**config.mk**
```make
export PLATFORM = sky130hd
export DESIGN_NAME = adc_conv_sequencer
export DESIGN_NICKNAME = d
export VERILOG_FILES = /design/src/rtl/adc_seq_pkg.sv /design/src/rtl/adc_done_sync.sv /design/src/rtl/adc_conv_sequencer.sv
export SDC_FILE = /design/constraint.sdc
export NUM_CORES = 1
export LEC_CHECK = 0
export ABC_AREA = 1
export BUFFER_PORTS_ARGS = -buffer_cell sky130_fd_sc_hd__buf_2
export CAP_MARGIN = 20
export CORE_ASPECT_RATIO = 2
export CORE_MARGIN = 1
export CORE_UTILIZATION = 44
export CTS_BUF_LIST = sky130_fd_sc_hd__clkbuf_8 sky130_fd_sc_hd__clkbuf_16
export DETAILED_ROUTE_END_ITERATION = 16
export PLACE_DENSITY = 0.68
export REMOVE_ABC_BUFFERS = 1
export SYNTH_ARGS = -nofsm -noshare
export SYNTH_HDL_FRONTEND = slang
export SYNTH_SLANG_ARGS = --single-unit
```
**constraint.sdc**
```tcl
create_clock -name clkin -period 1.95 [get_ports clkin]
set_input_delay 0.0975 -clock clkin [delete_from_list [all_inputs] [get_ports clkin]]
set_output_delay 0.0975 -clock clkin [all_outputs]
set_load 0.01 [all_outputs]
```
**src/rtl/adc_seq_pkg.sv**
```systemverilog
// adc_seq_pkg: shared types, widths and helpers for the ADC conversion sequencer.
//   state_t  - sequencer FSM state encoding
//   next_set - lowest set mask bit at or above a starting index
package adc_seq_pkg;

    localparam int ADC_W = 10;  // ADC result width
    localparam int ACC_W = 13;  // holds 8 x 1023
    localparam int CH_W  = 2;   // channel index width
    localparam int TO_W  = 8;   // done-timeout counter width

    typedef enum logic [2:0] {
        S_IDLE,
        S_ARM,
        S_SAMPLE,
        S_CONV,
        S_ACC,
        S_OUT,
        S_NEXT
    } state_t;

    // Returns {found, index} of the lowest set bit of mask whose index is >= from.
    // 'from' is one bit wider than a channel index so "past the last channel" is representable.
    function automatic logic [CH_W:0] next_set(input logic [3:0] mask, input logic [CH_W:0] from);
        logic [CH_W:0] r;
        r = '0;
        for (int i = 3; i >= 0; i--) begin
            if (mask[i] && (3'(i) >= from)) r = {1'b1, 2'(i)};
        end
        return r;
    endfunction

endpackage

```
**src/rtl/adc_done_sync.sv**
```systemverilog
// adc_done_sync: brings the asynchronous ADC done flag into the clkin domain and
// turns its rising edge into a single-cycle pulse.
//   clkin - block clock
//   rst   - asynchronous active-high reset
//   d     - raw adc_done
//   pulse - one-cycle pulse on the synchronized rising edge
module adc_done_sync (
    input  logic clkin,
    input  logic rst,
    input  logic d,
    output logic pulse
);

    // sr[1:0] is the two-flop synchronizer, sr[2] is the previous synchronized level
    logic [2:0] sr;

    always_ff @(posedge clkin or posedge rst) begin
        if (rst) sr <= '0;
        else     sr <= {sr[1:0], d};
    end

    assign pulse = sr[1] & ~sr[2];

endmodule

```
**src/rtl/adc_conv_sequencer.sv**
```systemverilog
// adc_conv_sequencer: scan controller for the SAR ADC conversion FSM.
// Runs an offset calibration on request, then scans enabled channels in ascending
// order, averaging 2^k conversions each, and streams one result per channel.
//   clkin, rst            - clock, asynchronous active-high reset
//   start, ch_mask,       - scan request with channel mask and averaging exponent
//   avg_log2
//   cal_req               - calibration request (latched in any state)
//   adc_done, adc_result  - ADC handshake (done is asynchronous)
//   st_conv, cal, ch_sel  - ADC control and analog mux select
//   out_data, out_ch,     - averaged result stream (valid/ready)
//   out_valid, out_ready
//   busy, timeout_err     - status; timeout_err is sticky
module adc_conv_sequencer
    import adc_seq_pkg::*;
#(
    parameter int NCH        = 4,
    parameter int SAMPLE_CYC = 4,
    parameter int TIMEOUT    = 255
) (
    input  logic             clkin,
    input  logic             rst,
    input  logic             start,
    input  logic             cal_req,
    input  logic [NCH-1:0]   ch_mask,
    input  logic [1:0]       avg_log2,
    input  logic             adc_done,
    input  logic [ADC_W-1:0] adc_result,
    output logic             st_conv,
    output logic             cal,
    output logic [CH_W-1:0]  ch_sel,
    output logic [ADC_W-1:0] out_data,
    output logic [CH_W-1:0]  out_ch,
    output logic             out_valid,
    input  logic             out_ready,
    output logic             busy,
    output logic             timeout_err
);

    state_t           state;
    logic [3:0]       mask_r;
    logic [1:0]       k_r;
    logic             start_pend;
    logic             cal_pend;
    logic [2:0]       conv_cnt;
    logic [ACC_W-1:0] acc;
    logic [TO_W-1:0]  to_cnt;
    logic [7:0]       smp_cnt;
    logic             done_pulse;

    adc_done_sync u_sync (
        .clkin (clkin),
        .rst   (rst),
        .d     (adc_done),
        .pulse (done_pulse)
    );

    logic [ACC_W-1:0] acc_sum;
    logic [CH_W:0]    first_in, first_pd, nxt;
    logic             avg_last;

    assign acc_sum  = acc + ACC_W'(adc_result);
    assign first_in = next_set(4'(ch_mask), 3'd0);   // found bit doubles as "mask non-zero"
    assign first_pd = next_set(mask_r, 3'd0);
    assign nxt      = next_set(mask_r, {1'b0, ch_sel} + 3'd1);
    // conv_cnt reaches 2^k - 1 on the last conversion of a channel
    assign avg_last = (conv_cnt == {k_r == 2'd3, k_r[1], |k_r});
    assign busy     = (state != S_IDLE);

    always_ff @(posedge clkin or posedge rst) begin
        if (rst) begin
            state       <= S_IDLE;
            mask_r      <= '0;
            k_r         <= '0;
            start_pend  <= 1'b0;
            cal_pend    <= 1'b0;
            conv_cnt    <= '0;
            acc         <= '0;
            to_cnt      <= '0;
            smp_cnt     <= '0;
            st_conv     <= 1'b0;
            cal         <= 1'b0;
            ch_sel      <= '0;
            out_data    <= '0;
            out_ch      <= '0;
            out_valid   <= 1'b0;
            timeout_err <= 1'b0;
        end else begin
            if (cal_req) cal_pend <= 1'b1;
            case (state)
                S_IDLE: begin
                    acc      <= '0;
                    conv_cnt <= '0;
                    if (cal_pend || cal_req) begin
                        // calibration wins; a simultaneous start waits in start_pend
                        state  <= S_ARM;
                        cal    <= 1'b1;
                        ch_sel <= '0;
                        if (start && first_in[CH_W]) begin
                            start_pend  <= 1'b1;
                            mask_r      <= 4'(ch_mask);
                            k_r         <= avg_log2;
                            timeout_err <= 1'b0;
                        end
                    end else if (start_pend && first_pd[CH_W]) begin
                        state      <= S_ARM;
                        start_pend <= 1'b0;
                        ch_sel     <= first_pd[CH_W-1:0];
                    end else if (start && first_in[CH_W]) begin
                        state       <= S_ARM;
                        mask_r      <= 4'(ch_mask);
                        k_r         <= avg_log2;
                        timeout_err <= 1'b0;
                        ch_sel      <= first_in[CH_W-1:0];
                    end else begin
                        start_pend <= 1'b0;
                    end
                end
                S_ARM: begin
                    state   <= S_SAMPLE;
                    st_conv <= 1'b1;
                    smp_cnt <= 8'(SAMPLE_CYC - 1);
                end
                S_SAMPLE: begin
                    if (smp_cnt == '0) begin
                        state   <= S_CONV;
                        st_conv <= 1'b0;
                        to_cnt  <= TO_W'(TIMEOUT);
                    end else begin
                        smp_cnt <= smp_cnt - 8'd1;
                    end
                end
                S_CONV: begin
                    if (done_pulse) begin
                        state <= S_ACC;
                    end else if (to_cnt <= TO_W'(1)) begin
                        // ADC never answered: abandon the whole operation
                        state       <= S_IDLE;
                        timeout_err <= 1'b1;
                        st_conv     <= 1'b0;
                        cal         <= 1'b0;
                        cal_pend    <= cal_req;
                        start_pend  <= 1'b0;
                        acc         <= '0;
                    end else begin
                        to_cnt <= to_cnt - TO_W'(1);
                    end
                end
                S_ACC: begin
                    acc      <= acc_sum;
                    conv_cnt <= conv_cnt + 3'd1;
                    if (cal) begin
                        // calibration result is consumed by the ADC itself
                        state       <= S_IDLE;
                        cal         <= 1'b0;
                        cal_pend    <= cal_req;
                        timeout_err <= 1'b0;
                        acc         <= '0;
                    end else if (avg_last) begin
                        state     <= S_OUT;
                        out_valid <= 1'b1;
                        out_data  <= ADC_W'(acc_sum >> k_r);
                        out_ch    <= ch_sel;
                    end else begin
                        state <= S_ARM;
                    end
                end
                S_OUT: begin
                    if (out_ready) begin
                        state     <= S_NEXT;
                        out_valid <= 1'b0;
                        acc       <= '0;
                        conv_cnt  <= '0;
                    end
                end
                S_NEXT: begin
                    if (nxt[CH_W]) begin
                        state  <= S_ARM;
                        ch_sel <= nxt[CH_W-1:0];
                    end else begin
                        state <= S_IDLE;
                    end
                end
                default: state <= S_IDLE;
            endcase
        end
    end

endmodule

```
# Word-level counts from Yosys, hierarchy flattened
# Index checks and enable logic that the tools add are counted.
# totals
regBits	64
in_bits	22
# op_classes
n_addsub	5
magnitude_cmp	5
eq_ne	25
n_shift	1
mux	74
bitwise_logic	3
n_reduce_logical	33
# op_table
operator	count
3-bit two-way mux	22
13-bit two-way mux	4
13-bit case mux with 4 select lines	1
8-bit two-way mux	4
8-bit case mux with 2 select lines	2
2-bit inequality test (second input constant)	12
4-bit AND reduction	6
1-bit two-way mux	22
3-bit case mux with 7 select lines	1
8-bit by 1-bit subtractor with 8-bit output (second input constant)	2
2-bit two-way mux	7
13-bit by 10-bit adder with 13-bit output	1
13-bit by 2-bit >> shifter with 10-bit output	1
4-bit two-way mux	3
3-bit nonzero test	4
5-bit AND reduction	2
2-bit nonzero test	5
3-bit equality test (second input constant)	3
3-bit inequality test (second input constant)	3
1-bit case mux with 3 select lines	3
3-bit case mux with 3 select lines	1
8-bit by 1-bit <= comparator with 1-bit output (second input constant)	1
8-bit logical NOT	1
4-bit inequality test (second input constant)	2
other kinds (19)	33

# Longest topological paths before layout
# Gate-level depths: netlist (run 1).
# depth
depth_word	9
depth_mapped	14

# Modules after synthesis
# Synthesis (run 1) repeated with hierarchy kept, for this count alone.
# unflattened
hier_cells	577
hier_area_um2	4144.0
# by_module_without_submodules
module	n_inst	cells_per_inst	area_each_um2	seq_area_each_um2
adc_conv_sequencer	1	571	4055.1	1526.5
adc_done_sync	1	6	88.8	75.1

# Least setup slack after synthesis (run 1)
# Ideal clock, no wire load.
# synth_timing
path_type	register to register
start	reg acc[0]
end	reg out_data[2]
setup_ns	0.076
t_arrival_ns	1.759
t_required_ns	1.874
path_slack_ns	0.115
stages_incl_launch_ff	12
path_buffers	0
path_cell_list	dfrtp_1 -> ha_1 -> inv_1 -> fa_1 -> inv_1 -> nand3_1 -> nand2_1 -> xnor2_1 -> or2_2 -> nand2_1 -> nor2_1 -> o21ai_1
# synth_between
elab_chain_cells	2
# synth_lines
element	line	text
from (decl)	adc_conv_sequencer.sv:45	logic [ACC_W-1:0] acc;
from (signal assigned)	adc_conv_sequencer.sv:149	acc <= acc_sum;
13-bit by 10-bit adder with 13-bit output	adc_conv_sequencer.sv:61	assign acc_sum = acc + ACC_W'(adc_result);
13-bit by 2-bit >> shifter with 10-bit output	adc_conv_sequencer.sv:161	out_data <= ADC_W'(acc_sum >> k_r);
to (signal assigned)	adc_conv_sequencer.sv:161	
to (decl)	adc_conv_sequencer.sv:31	output logic [ADC_W-1:0] out_data,
# No other way between the ends.
# A chain may end at the register's enable or synchronous reset.

# Worst setup path in the final report (run 1)
# layout_timing
start	reg acc[0]
end	reg out_data[5]
# The elaborated chain is that of the path after synthesis.

==> impl_results.md, run 1 <==
* Status: finished with violations
* Failing checks: setup timing
* Hpwl dp at 8.47 mm
* Slew Viols, Final at 0
* GRT overflow at 0
* Complex-gate fraction of the synthesized area at 0.122
* Post-Syn Area at 4110 µm²
* CP startpoint kind: flop
* Achievable Freq at 507 MHz
* DR WL/cell at 15.0 µm
* Max Cap Viol at 0
* Layout area overhead at 24.8%
* Final setup violation count at 4
* DRC Markers at 0
* Final worst slack at -0.0235 ns
* Core area at 9010 µm²
* Gp weighted congestion at 0.932
* Placed insts at 723
* Share of cells above drive strength 1 at 0.238
* Post-synthesis adder-cell area fraction at 0.0506
* P_int at 0.00395 W
* Hold Crit Class: input pin to flop
* Arr. time, crit path at 2.24 ns
* Fin crit share at 1.01
* N_diodes at 0
* Final std cells w/o fill at 746
* Sw power at 0.00309 W
* PwrDens at 1380 nW/µm²
* Clk sinks at 64
* Initial Util at 0.456
* Die Area at 9740 µm²
* Seq/Total Area, Yosys at 0.390
* Ys Warns at 0
* Worst Setup End Kind: flop
* Final #Nets at 679
* Hold Violations, Final at 0
* Clock root cell: clkbuf_16
* Clock tree from TritonCTS: done
* Slew HR at 0.726
* Clock period minus worst slack at 1.97 ns
* WL final at 11.2 mm
* Syn Area/Cell at 7.28 µm²
* Asr flop ratio synth at 1.00
* Tightest Pin Transition at 0.409 ns
* Worst Skew at 0.00851 ns
* Largest net degree at the start of global routing at 65
* Chip Height at 139 µm
* Die width at 70.3 µm
* Post-synthesis simple-gate area fraction at 0.320
* CP required at 2.22 ns
* Comb pwr share at 0.487
* Post-synthesis mux area share at 0.00244
* Drt pass-1 iters at 5
* Clock buffers created by TritonCTS at 9
* Final Core Density at 0.569
* Pleak at 2.60 nW
* Htree depth at 3
* Final ANT Viol Nets at 0
* 1st-iter DRT viols at 224
* GRT Total Usage at 0.238
* Synth Register Bits at 64
* Global-route wire length before repair at 18.1 mm
* Maximum vdd drop at 0.850 mV
* Synth cell types at 46
* Via density at 5.29
* Cells after synthesis at 564
* Worst-path clk slew at 0.05 ns
* Largest family of logic cells by synthesized area: simple AND/OR/NAND/NOR gates
* Sw Share at 0.439
* Setup Crit Path Kind: flop to flop
* Clk_lat worst skew at 0.33 ns
* FP Rows at 49
* Total number of vias at 3949
* XOR/XNOR Fraction of Synth Area at 0.0213
* RSZ-0062 raised after global routing: true
* Clock power frac at 0.212
* I/O pin count at 41
* Longest Clk Path Bufs at 2
* Crit path max fanout at 4
* Main synth FF type: dfrtp_1
* Vias in the first global route at 4065
* Post-synth EDFFs at 0
* Reg power frac at 0.301
* IO buf count at 40
* Initial antenna violation count at 0
[cells in the final DEF (no fill, tap or decap), types with 4 or more instances in the layout]
cell type	Yosys	final
o21ai_0	36	35
buf_2	2	40
o21ai_1	3	4
nand4_1	10	10
inv_2	7	8
a31oi_1	4	4
dfrtp_1	64	63
buf_4	0	29
nand3_1	53	46
nor3_1	5	5
nor2_1	60	56
ha_1	15	9
clkbuf_16	0	9
a21oi_2	1	5
xnor2_1	5	4
inv_1	78	77
nand3_2	1	7
nand2_1	147	135
xor2_1	5	4
a21oi_1	23	19
nand2_2	2	12
nor2_2	3	7
[worst max-delay path, cell delays in order (launching register included)]
cell and delay [ns]:
dfrtp_1 0.36, ha_2 0.20, inv_2 0.04, fa_2 0.39
inv_2 0.09, nand3_4 0.10, nand2_8 0.12, nand2_4 0.06
nand2_2 0.08, nand2_2 0.06, nand3_2 0.06, nand2_2 0.08
a21oi_2 0.12, o21ai_1 0.08, nand2_1 0.06
[area by class of cell]
cell class | count | area [µm²]
Clock inverter | 2 | 7.51
Tap cell | 102 | 128
Timing Repair Buffer | 72 | 458
Clock buffer | 12 | 267
Sequential cell | 64 | 1600
Inverter | 88 | 350
Multi-Input combinational cell | 406 | 2310
Fill cell | 835 | 3890
[metrics by stage]
stage	setup slack [ns]	cell area (µm²)	power [W]	setup TNS [ns]	hold slack, ns
floorplan	0.0367	4070	0.00423	0	0.129
global route	-0.114	5120	0.00761	-0.893	0.0681
detailed placement	-0.103	4580	0.00533	-0.359	0.202
finish	-0.0235	5120	0.00705	-0.0521	0.0365
global placement	-0.0186	4580	0.00524	-0.0259	0.195
CTS	0.00227	4880	0.00686	0	0.0382
[worst paths after layout]
kind	cells past startpoint	slack, ns	to	startpoint
min in group asynchronous	4	0.38	to_cnt[1]$_DFFE_PP0P_	rst
worst max-delay path	14	-0.02	out_data[5]$_DFFE_PP0P_	acc[0]$_DFFE_PP0P_
worst min-delay path	3	0.04	k_r[1]$_DFFE_PP0P_	avg_log2[1]
max in group asynchronous	4	1.26	state[2]$_DFFE_PP0P_	rst
worst min register to register	0	0.35	u_sync.sr[1]$_DFF_PP0_	u_sync.sr[0]$_DFF_PP0_
worst max register to register	14	-0.02	out_data[5]$_DFFE_PP0P_	acc[0]$_DFFE_PP0P_
[power by group through the flow]
stage	Sequential (W)	Clock [W]	Combinational (W)
after global placement	0.00212	0	0.00312
final	0.00212	0.00150	0.00343
after global routing	0.00218	0.00157	0.00385
after detailed placement	0.00213	0	0.00320
after CTS	0.00211	0.00152	0.00323
after floorplan	0.00215	0	0.00208
[synthesized netlist by cell type, types with 2 or more instances]
cell | number | area [µm²]
a21oi_1 | 23 | 115
a22o_2 | 3 | 30.0
a31oi_1 | 4 | 25.0
buf_2 | 2 | 10.0
buf_6 | 2 | 22.5
clkbuf_1 | 2 | 7.51
dfrtp_1 | 64 | 1600
ha_1 | 15 | 188
inv_1 | 78 | 293
inv_2 | 7 | 26.3
nand2_1 | 147 | 552
nand2_2 | 2 | 12.5
nand3_1 | 53 | 265
nand3b_1 | 2 | 15.0
nand4_1 | 10 | 62.6
nor2_1 | 60 | 225
nor2_2 | 3 | 18.8
nor3_1 | 5 | 25.0
nor3_4 | 2 | 32.5
o211ai_1 | 2 | 15.0
o21ai_0 | 36 | 180
o21ai_1 | 3 | 15.0
o21ai_2 | 3 | 26.3
o22ai_1 | 3 | 18.8
o31ai_1 | 3 | 22.5
or2_2 | 2 | 12.5
xnor2_1 | 5 | 43.8
xor2_1 | 5 | 43.8
[what timing repair did]
action	CTS	global route
gates resized for setup	3	47
hold buffers	2	0
buffers inserted	0	7
gates cloned	0	0
pin swaps	1	14
endpoints found under the hold margin	65	0
setup endpoints to repair	7	21
[sequential cells by signal, summed over array words and instances, names as in the netlist]
signal       count
st_conv          1
state            3
cal_pend         1
out_valid        1
acc             13
conv_cnt         3
smp_cnt          8
k_r              2
to_cnt           8
out_ch           2
mask_r           4
start_pend       1
out_data        10
ch_sel           2
u_sync.sr        3
timeout_err      1
cal              1
[metal layers]
| layer | vias up | track usage | share of wire |
|---|---|---|---|
| li1 | 1975 | - | - |
| met1 | 1832 | 0.218 | 0.35 |
| met2 | 95 | 0.441 | 0.54 |
| met3 | 47 | 0.0458 | 0.032 |
| met4 | 0 | 0.186 | 0.075 |
| met5 | - | 0 | 0 |
[cell families (layout without fill, tap and decap cells)]
| logic type | count (synthesis) | in the layout |
|---|---|---|
| compound gates | 86 | 86 |
| flops | 64 | 64 |
| mux | 1 | 1 |
| buf+inv | 94 | 174 |
| xor+xnor | 10 | 10 |
| simple gates | 293 | 293 |
| fa+ha+maj | 16 | 16 |
No activity file was read; power rests on OpenSTA's default activity.
==> run 2: changes to the inputs <==
ABC_AREA = 0   (was 1)
==> run 2 against run 1 <==
The flow still finishes with violations (setup timing). Cell count down 11%. Largest power group unchanged. Maximum frequency down 17%. Non-clock buffer count up 68. Largest cell class unchanged. Core utilization up 9.1 points. Final area up 12%.
==> impl_results.md, run 2 <==
* I/O pin count at 41 (unchanged)
* Longest Clk Path Bufs at 2 (unchanged)
* Initial antenna violation count at 0 (unchanged)
* Multi-input logic area at 2600 µm² (+12%)
* Fin crit share at 1.22 (+0.205)
* Post-synth EDFFs at 0 (unchanged)
* Reg power frac at 0.250 (-0.051)
* Arr. time, crit path at 2.64 ns (+0.40 ns)
* Initial Util at 0.456 (+0.000817)
* Synth cell types at 65 (+41%)
* Clock period minus worst slack at 2.37 ns (+0.401 ns)
* Seq/Total Area, Yosys at 0.403 (+0.0129)
* GRT Total Usage at 0.252 (+0.0138)
* Achievable Freq at 421 MHz (-17%)
* Setup Crit Path Kind: flop to flop
* Failing checks: setup timing
* Final worst slack at -0.424 ns (-0.401 ns)
* Yosys top cell area share at 0.403 (+0.0129)
* CP startpoint kind: flop
* Worst-path clk slew at 0.05 ns (about the same)
* Placed insts at 628 (-13%)
* Asr flop ratio synth at 1.00 (unchanged)
* R2R depth at 7 (-7)
* Final Core Density at 0.659 (+0.0907)
* Cells after synthesis at 427 (-24%)
* Top flop regs: acc x13, out_data x10
* Largest register FFs at 13 (unchanged)
* Synth Register Bits at 64 (unchanged)
* Synth cell count leaders: dfrtp_1 (64), nand2_1 (42), o21ai_0 (38)
* Tightest Pin Transition at 0.536 ns (+0.128 ns)
* Chip Height at 136 µm (-1.6%)
* Maximum vdd drop at 0.661 mV (-22%)
* Reg2reg start: acc[4]$_DFFE_PP0P_
* Comb pwr share at 0.555 (+0.068)
* Gp weighted congestion at 0.988 (+6.0%)
* Critical path startpoint: acc[4]$_DFFE_PP0P_
* Via density at 5.84 (+10%)
* Fill cell count at 661 (-21%)
* Hold_sp: avg_log2[0]
* Ys Warns at 0 (unchanged)
* PwrDens at 1450 nW/µm² (+5.4%)
* Setup_tns at -6.63 ns (-6.58 ns)
* Hold Crit Class: input pin to flop
* Status: finished with violations
* Main synth FF type: dfrtp_1
* Post-Place Cell Area at 4790 µm² (+4.6%)
* DR WL/cell at 17.8 µm (+19%)
* Global-route wire length before repair at 18.6 mm (+2.4%)
* Core area at 8710 µm² (-3.4%)
* Clk sinks at 64 (unchanged)
* Final #Nets at 599 (-12%)
* Largest Register: acc
* Sw power at 0.00326 W (+5.4%)
* Post-Syn Area at 3970 µm² (-3.2%)
* Post-synth top area cell: dfrtp_1
* IO buf count at 40 (unchanged)
* CP required at 2.21 ns (about the same)
* Slew HR at 0.638 (-0.0881)
* Vias in the first global route at 3997 (-1.7%)
* Worst Skew at 0.00714 ns (-0.00137 ns)
* Largest net degree at the start of global routing at 63 (-3.1%)
* Post-route design area at 5740 µm² (+12%)
* Final ANT Viol Nets at 0 (unchanged)
* Clock tree from TritonCTS: done
* Crit path max fanout at 5 (+1)
* Drt pass-1 iters at 4 (-1)
* Clock root cell: clkbuf_16
* Hold Violations, Final at 0 (unchanged)
* DRC Markers at 0 (unchanged)
* Worst Setup End Kind: flop
* Hold Slack at 0.00817 ns (-0.0283 ns)
* Register area at 1600 µm² (about the same)
* Pleak at 2.60 nW (about the same)
* WL final at 11.9 mm (+5.9%)
* Top post-synthesis cells by area: dfrtp_1 (40%), o21ai_0 (4.8%), ha_1 (4.7%), mux4_2 (4.0%), nand2_1 (4.0%)
* P_int at 0.00506 W (+28%)
* Sw Share at 0.392 (-0.0471)
* Total number of vias at 3889 (-1.5%)
* FP Rows at 48 (-2.0%)
* Layout area overhead at 44.5%
* Commonest non-fill, non-tap cells in the layout: buf_4 (84), dfrtp_1 (64), buf_2 (40)
* Cell with the most instances after synthesis: dfrtp_1
* Worst reg2reg endpoint: out_data[5]$_DFFE_PP0P_
* Final std cells w/o fill at 666 (-11%)
* CP Cell Sequence: ha_1, a21o_1, a21oi_2, nand4_1, and3_4, mux4_2, o21ai_1
* Clk_lat worst skew at 0.34 ns (about the same)
* Most common cell after layout, fill and taps aside: buf_4
* Final setup violation count at 38 (+34)
* CP max-delay cell: mux4_2
* Clock buffers created by TritonCTS at 9 (unchanged)
* 1st-iter DRT viols at 256 (+14%)
* CP peak stage delay at 0.46 ns (+0.07 ns)
* RSZ-0062 raised after global routing: true
* N_diodes at 0 (unchanged)
* Hpwl dp at 7.93 mm (-6.4%)
* GRT overflow at 0 (unchanged)
* Htree depth at 3 (unchanged)
* Share of cells above drive strength 1 at 0.436 (+0.199)
* Clock power frac at 0.196 (-0.016)
* Reg2Reg Setup Slack at -0.42 ns (-0.40 ns)
* Die Area at 9440 µm² (-3.1%)
* Max Cap Viol at 0 (unchanged)
* Syn Area/Cell at 9.31 µm² (+28%)
* Crit path capture: out_data[5]$_DFFE_PP0P_
* Slew Viols, Final at 0 (unchanged)
* Die width at 69.2 µm (-1.6%)
run 2: cells by family after synthesis:
kind of cell | synth area share
AOI/OAI and AO/OA | 0.194
and+or+nand+nor | 0.193
adders and majority gates | 0.0523
xor gates and xnor gates | 0.0375
muxes | 0.0696
buffers and inverters | 0.0513
DFF | 0.403
run 2: through the flow:
step	worst slack, ns	power [W]
floorplan	-0.437	0.00399
global placement	-0.433	0.00547
detailed placement	-0.545	0.00556
CTS	-0.384	0.00779
global route	-0.481	0.00881
finish	-0.424	0.00832
run 2: layout make-up:
cell class,instances,area share
clock buffers,11,0.0440
clock inverters,5,0.00828
inverters,24,0.0157
multi-input cells,322,0.453
flip-flops and latches,64,0.279
well taps,100,0.0218
repair buffers,140,0.179
run 2: how the worst min path moves through the flow:
stage / end / slack [ns] / depth (start not counted)
3_5_place_dp: mask_r[3]$_DFFE_PP0P_ / -0.04 / 2
6_report: k_r[0]$_DFFE_PP0P_ / 0.008 / 2
4_1_cts: k_r[0]$_DFFE_PP0P_ / 0.002 / 2
3_3_place_gp: mask_r[2]$_DFFE_PP0P_ / -0.04 / 2
2_1_floorplan: u_sync.sr[0]$_DFF_PP0_ / 0.13 / 0
5_1_grt: k_r[0]$_DFFE_PP0P_ / 0.02 / 2
run 2: worst max-delay path, delay by kind of cell (launching register included):
family | cells | cell delay (ns)
compound gates | 3 | 0.66
fa+ha+maj | 1 | 0.37
flops | 1 | 0.40
mux | 1 | 0.46
simple gates | 2 | 0.40
run 2: power groups by stage:
stage / clock, W / sequential [W] / combinational, W
floorplan: 0 / 0.00218 / 0.00181
global placement: 0 / 0.00203 / 0.00344
detailed placement: 0 / 0.00205 / 0.00351
CTS: 0.00165 / 0.00204 / 0.00410
global route: 0.00171 / 0.00212 / 0.00497
finish: 0.00163 / 0.00208 / 0.00462
run 2: routing by layer:
layer | GRT usage | up-vias | share of wire
li1 | - | 1816 | -
met1 | 0.247 | 1920 | 0.35
met2 | 0.484 | 106 | 0.57
met3 | 0.0445 | 47 | 0.028
met4 | 0.145 | 0 | 0.049
met5 | 0 | - | 0
run 2: what timing repair did:
item | 4_1_cts | 5_1_grt
resized for setup | 52 | 58
endpoints found under the hold margin | 66 | 0
cloned | 1 | 0
hold buffers | 3 | 0
endpoints found under the setup margin | 47 | 50
buffers inserted | 10 | 9
pin swaps | 30 | 15
==> run 3: changes to the inputs <==
RECOVER_POWER = 100   (was unset)
SYNTH_HIERARCHICAL = 1   (was unset)
==> run 3 against run 2 <==
The run still ends with setup timing left. Total power down 16%. Synthesized area down 4.7%. Cell count down 3.8%. Clock power up 7%. Global-route usage up 0.54 points. Largest cell class unchanged.
==> impl_results.md, run 3 <==
* Post-Place Setup Slack at -0.378 ns (+0.167 ns)
* Initial Util at 0.457 (about the same)
* Final std cells w/o fill at 641 (-3.8%)
* Initial antenna violation count at 0 (unchanged)
* Multi-input logic area at 2400 µm² (-7.7%)
* Fill cell count at 668 (+1.1%)
* Die Area at 9000 µm² (-4.6%)
* I/O pin count at 41 (unchanged)
* Setup Crit Path Kind: flop to flop
* CP peak stage delay at 0.40 ns (-0.06 ns)
* Htree depth at 3 (unchanged)
* Worst Setup End Kind: flop
* Final Core Density at 0.644 (-0.0150)
* Largest Register: acc
* Maximum vdd drop at 0.824 mV (+25%)
* Register area at 1600 µm² (about the same)
* Clock root cell: clkbuf_16
* Crit path max fanout at 3 (-2)
* Vias in the first global route at 3810 (-4.7%)
* Post-Syn Area at 3790 µm² (-4.7%)
* Synth cell types at 55 (-15%)
* Cell with the most instances after synthesis: dfrtp_1
* Clk sinks at 64 (unchanged)
* IO buf count at 40 (unchanged)
* CP startpoint kind: flop
* Arr. time, crit path at 2.44 ns (-0.20 ns)
* Slew Viols, Final at 0 (unchanged)
* Cells after synthesis at 423 (-0.94%)
* Top post-synthesis cells by area: dfrtp_1 (42%), nand2_1 (5.8%), ha_1 (5.0%), nor2_1 (4.0%), xnor2_1 (3.7%)
* Hold Violations, Final at 0 (unchanged)
* Post-synth top area cell: dfrtp_1
* Tightest Pin Transition at 0.873 ns (+0.337 ns)
* GRT Total Usage at 0.258 (+0.00535)
* Setup_tns at -4.85 ns (+1.78 ns)
* Gp weighted congestion at 0.817 (-17%)
* Ys Warns at 6 (+6)
* CP Cell Sequence: ha_4, inv_2, fa_2, nand2b_4, a21o_1, a31oi_2, xnor2_2, buf_4, nand2_1, o2111ai_1, nand3_1
* Sw Share at 0.379 (-0.0125)
* Yosys top cell area share at 0.423 (+0.0200)
* Longest Clk Path Bufs at 2 (unchanged)
* Largest register FFs at 13 (unchanged)
* Die width at 67.6 µm (-2.3%)
* Seq/Total Area, Yosys at 0.423 (+0.0200)
* Hpwl dp at 7.17 mm (-9.5%)
* Max Cap Viol at 0 (unchanged)
* DR WL/cell at 16.8 µm (-5.8%)
* Synth cell count leaders: dfrtp_1 (64), nand2_1 (59), nor2_1 (40)
* Placed insts at 607 (-3.3%)
* Post-synth EDFFs at 0 (unchanged)
* Share of cells above drive strength 1 at 0.315 (-0.121)
* Comb pwr share at 0.464 (-0.091)
* GRT overflow at 0 (unchanged)
* Clock buffers created by TritonCTS at 9 (unchanged)
* RSZ-0062 raised after global routing: true
* Syn Area/Cell at 8.95 µm² (-3.8%)
* Final worst slack at -0.276 ns (+0.148 ns)
* Fin crit share at 1.14 (-0.0759)
* Global-route wire length before repair at 17.4 mm (-6.2%)
* Top flop regs: acc x13, out_data x10
* Clock power frac at 0.249 (+0.053)
* Commonest non-fill, non-tap cells in the layout: dfrtp_1 (63), buf_4 (56), nand2_1 (55)
* 1st-iter DRT viols at 232 (-9.4%)
* CP required at 2.16 ns (-0.05 ns)
* Worst-path clk slew at 0.06 ns (about the same)
* Final #Nets at 577 (-3.7%)
* Synth Register Bits at 64 (unchanged)
* WL final at 10.8 mm (-9.3%)
* CP max-delay cell: dfrtp_1
* PwrDens at 1320 nW/µm² (-9.2%)
* Main synth FF type: dfrtp_1
* Sw power at 0.00267 W (-18%)
* Most common cell after layout, fill and taps aside: dfrtp_1
* Hold Crit Class: input pin to flop
* Asr flop ratio synth at 1.00 (unchanged)
* Core area at 8290 µm² (-4.8%)
* Final ANT Viol Nets at 0 (unchanged)
* Hold Slack at 0.0288 ns (+0.0206 ns)
* Failing checks: setup timing
* Total number of vias at 3682 (-5.3%)
* Pleak at 2.45 nW (-5.9%)
* Layout area overhead at 41.1%
* N_diodes at 0 (unchanged)
* Worst Skew at 0.00861 ns (+0.00147 ns)
* DRC Markers at 0 (unchanged)
* Slew HR at 0.418 (-0.220)
* Achievable Freq at 449 MHz (+6.6%)
* P_int at 0.00436 W (-14%)
* Via density at 5.74 (-1.6%)
* Status: finished with violations
* Drt pass-1 iters at 4 (unchanged)
* Reg power frac at 0.287 (+0.037)
* Largest net degree at the start of global routing at 62 (-1.6%)
* Final setup violation count at 35 (-7.9%)
* Clock period minus worst slack at 2.23 ns (-0.148 ns)
* Chip Height at 133 µm (-2.4%)
* Clk_lat worst skew at 0.34 ns (about the same)
* FP Rows at 47 (-2.1%)
* Clock tree from TritonCTS: done
## run 3: cell types whose count changed after synthesis, moves of 5 or more
cell | previous run | this run
xnor2_1 | 11 | 16
o21ai_0 | 38 | 22
o21ai_1 | 10 | 5
inv_1 | 24 | 17
nand2_1 | 42 | 59
mux4_2 | 7 | 0
clkbuf_1 | 10 | 15
a22o_1 | 0 | 10
## run 3: per-stage QoR
step | power [W] | area [µm²]
final | 0.00703 | 5340
after floorplan | 0.00360 | 3720
after global routing | 0.00747 | 5340
after detailed placement | 0.00477 | 4520
after CTS | 0.00680 | 5150
after global placement | 0.00470 | 4520
## run 3: repair_timing
item	in CTS	in global routing
hold buffers	5	0
pin swaps	25	24
setup endpoints to repair	37	41
gates resized for setup	42	47
hold endpoints to repair	68	0
buffers inserted	9	5
## run 3: final timing paths
check / from / cells after the start / slack (ns) / endpoint
min in group asynchronous: rst / 3 / 0.17 / u_sync/sr[0]$_DFF_PP0_
worst max-delay path: acc[0]$_DFFE_PP0P_ / 11 / -0.28 / out_data[5]$_DFFE_PP0P_
worst max register to register: acc[0]$_DFFE_PP0P_ / 11 / -0.28 / out_data[5]$_DFFE_PP0P_
worst min register to register: u_sync/sr[0]$_DFF_PP0_ / 0 / 0.36 / u_sync/sr[1]$_DFF_PP0_
worst min-delay path: ch_mask[2] / 3 / 0.03 / mask_r[2]$_DFFE_PP0P_
max in group asynchronous: rst / 4 / 0.76 / to_cnt[0]$_DFFE_PP0P_
## run 3: cell families (layout without fill, tap and decap cells)
kind of cell | Yosys count | count (layout) | synth area share
muxes | 9 | 9 | 0.0254
adders and majority gates | 16 | 16 | 0.0549
DFF | 64 | 64 | 0.423
buffers and inverters | 33 | 153 | 0.0347
and+or+nand+nor | 163 | 163 | 0.207
xor gates and xnor gates | 24 | 24 | 0.0555
AOI/OAI and AO/OA | 114 | 114 | 0.200
## run 3: metal layers
metal	track usage	part of all wire	vias up
met5	0	0	-
met4	0.156	0.044	0
met3	0.0454	0.030	36
met2	0.461	0.57	78
met1	0.260	0.36	1818
li1	-	-	1750
## run 3: layout make-up
type                            instances  area share
Tap cell                               98      0.0230
Inverter                               17      0.0119
Clock inverter                          4      0.0129
Multi-Input combinational cell        326       0.449
Sequential cell                        64       0.300
Timing Repair Buffer                  121       0.156
Clock buffer                           11      0.0473
## run 3: power groups by stage
| stage | logic, W | clock network, W | registers, W |
|---|---|---|---|
| CTS | 0.00303 | 0.00177 | 0.00199 |
| finish | 0.00326 | 0.00175 | 0.00202 |
| global placement | 0.00270 | 0 | 0.00199 |
| floorplan | 0.00147 | 0 | 0.00213 |
| detailed placement | 0.00276 | 0 | 0.00201 |
| global route | 0.00358 | 0.00182 | 0.00207 |
## run 3: critical path: cells and delay by family (launching register included)
family | cells | cell delay [ns]
AO/OA/AOI/OAI | 3 | 0.51
adder cells (fa/ha/maj) | 2 | 0.49
flip-flops | 1 | 0.40
AND/OR/NAND/NOR | 3 | 0.32
buffers and inverters | 2 | 0.20
XOR/XNOR | 1 | 0.18
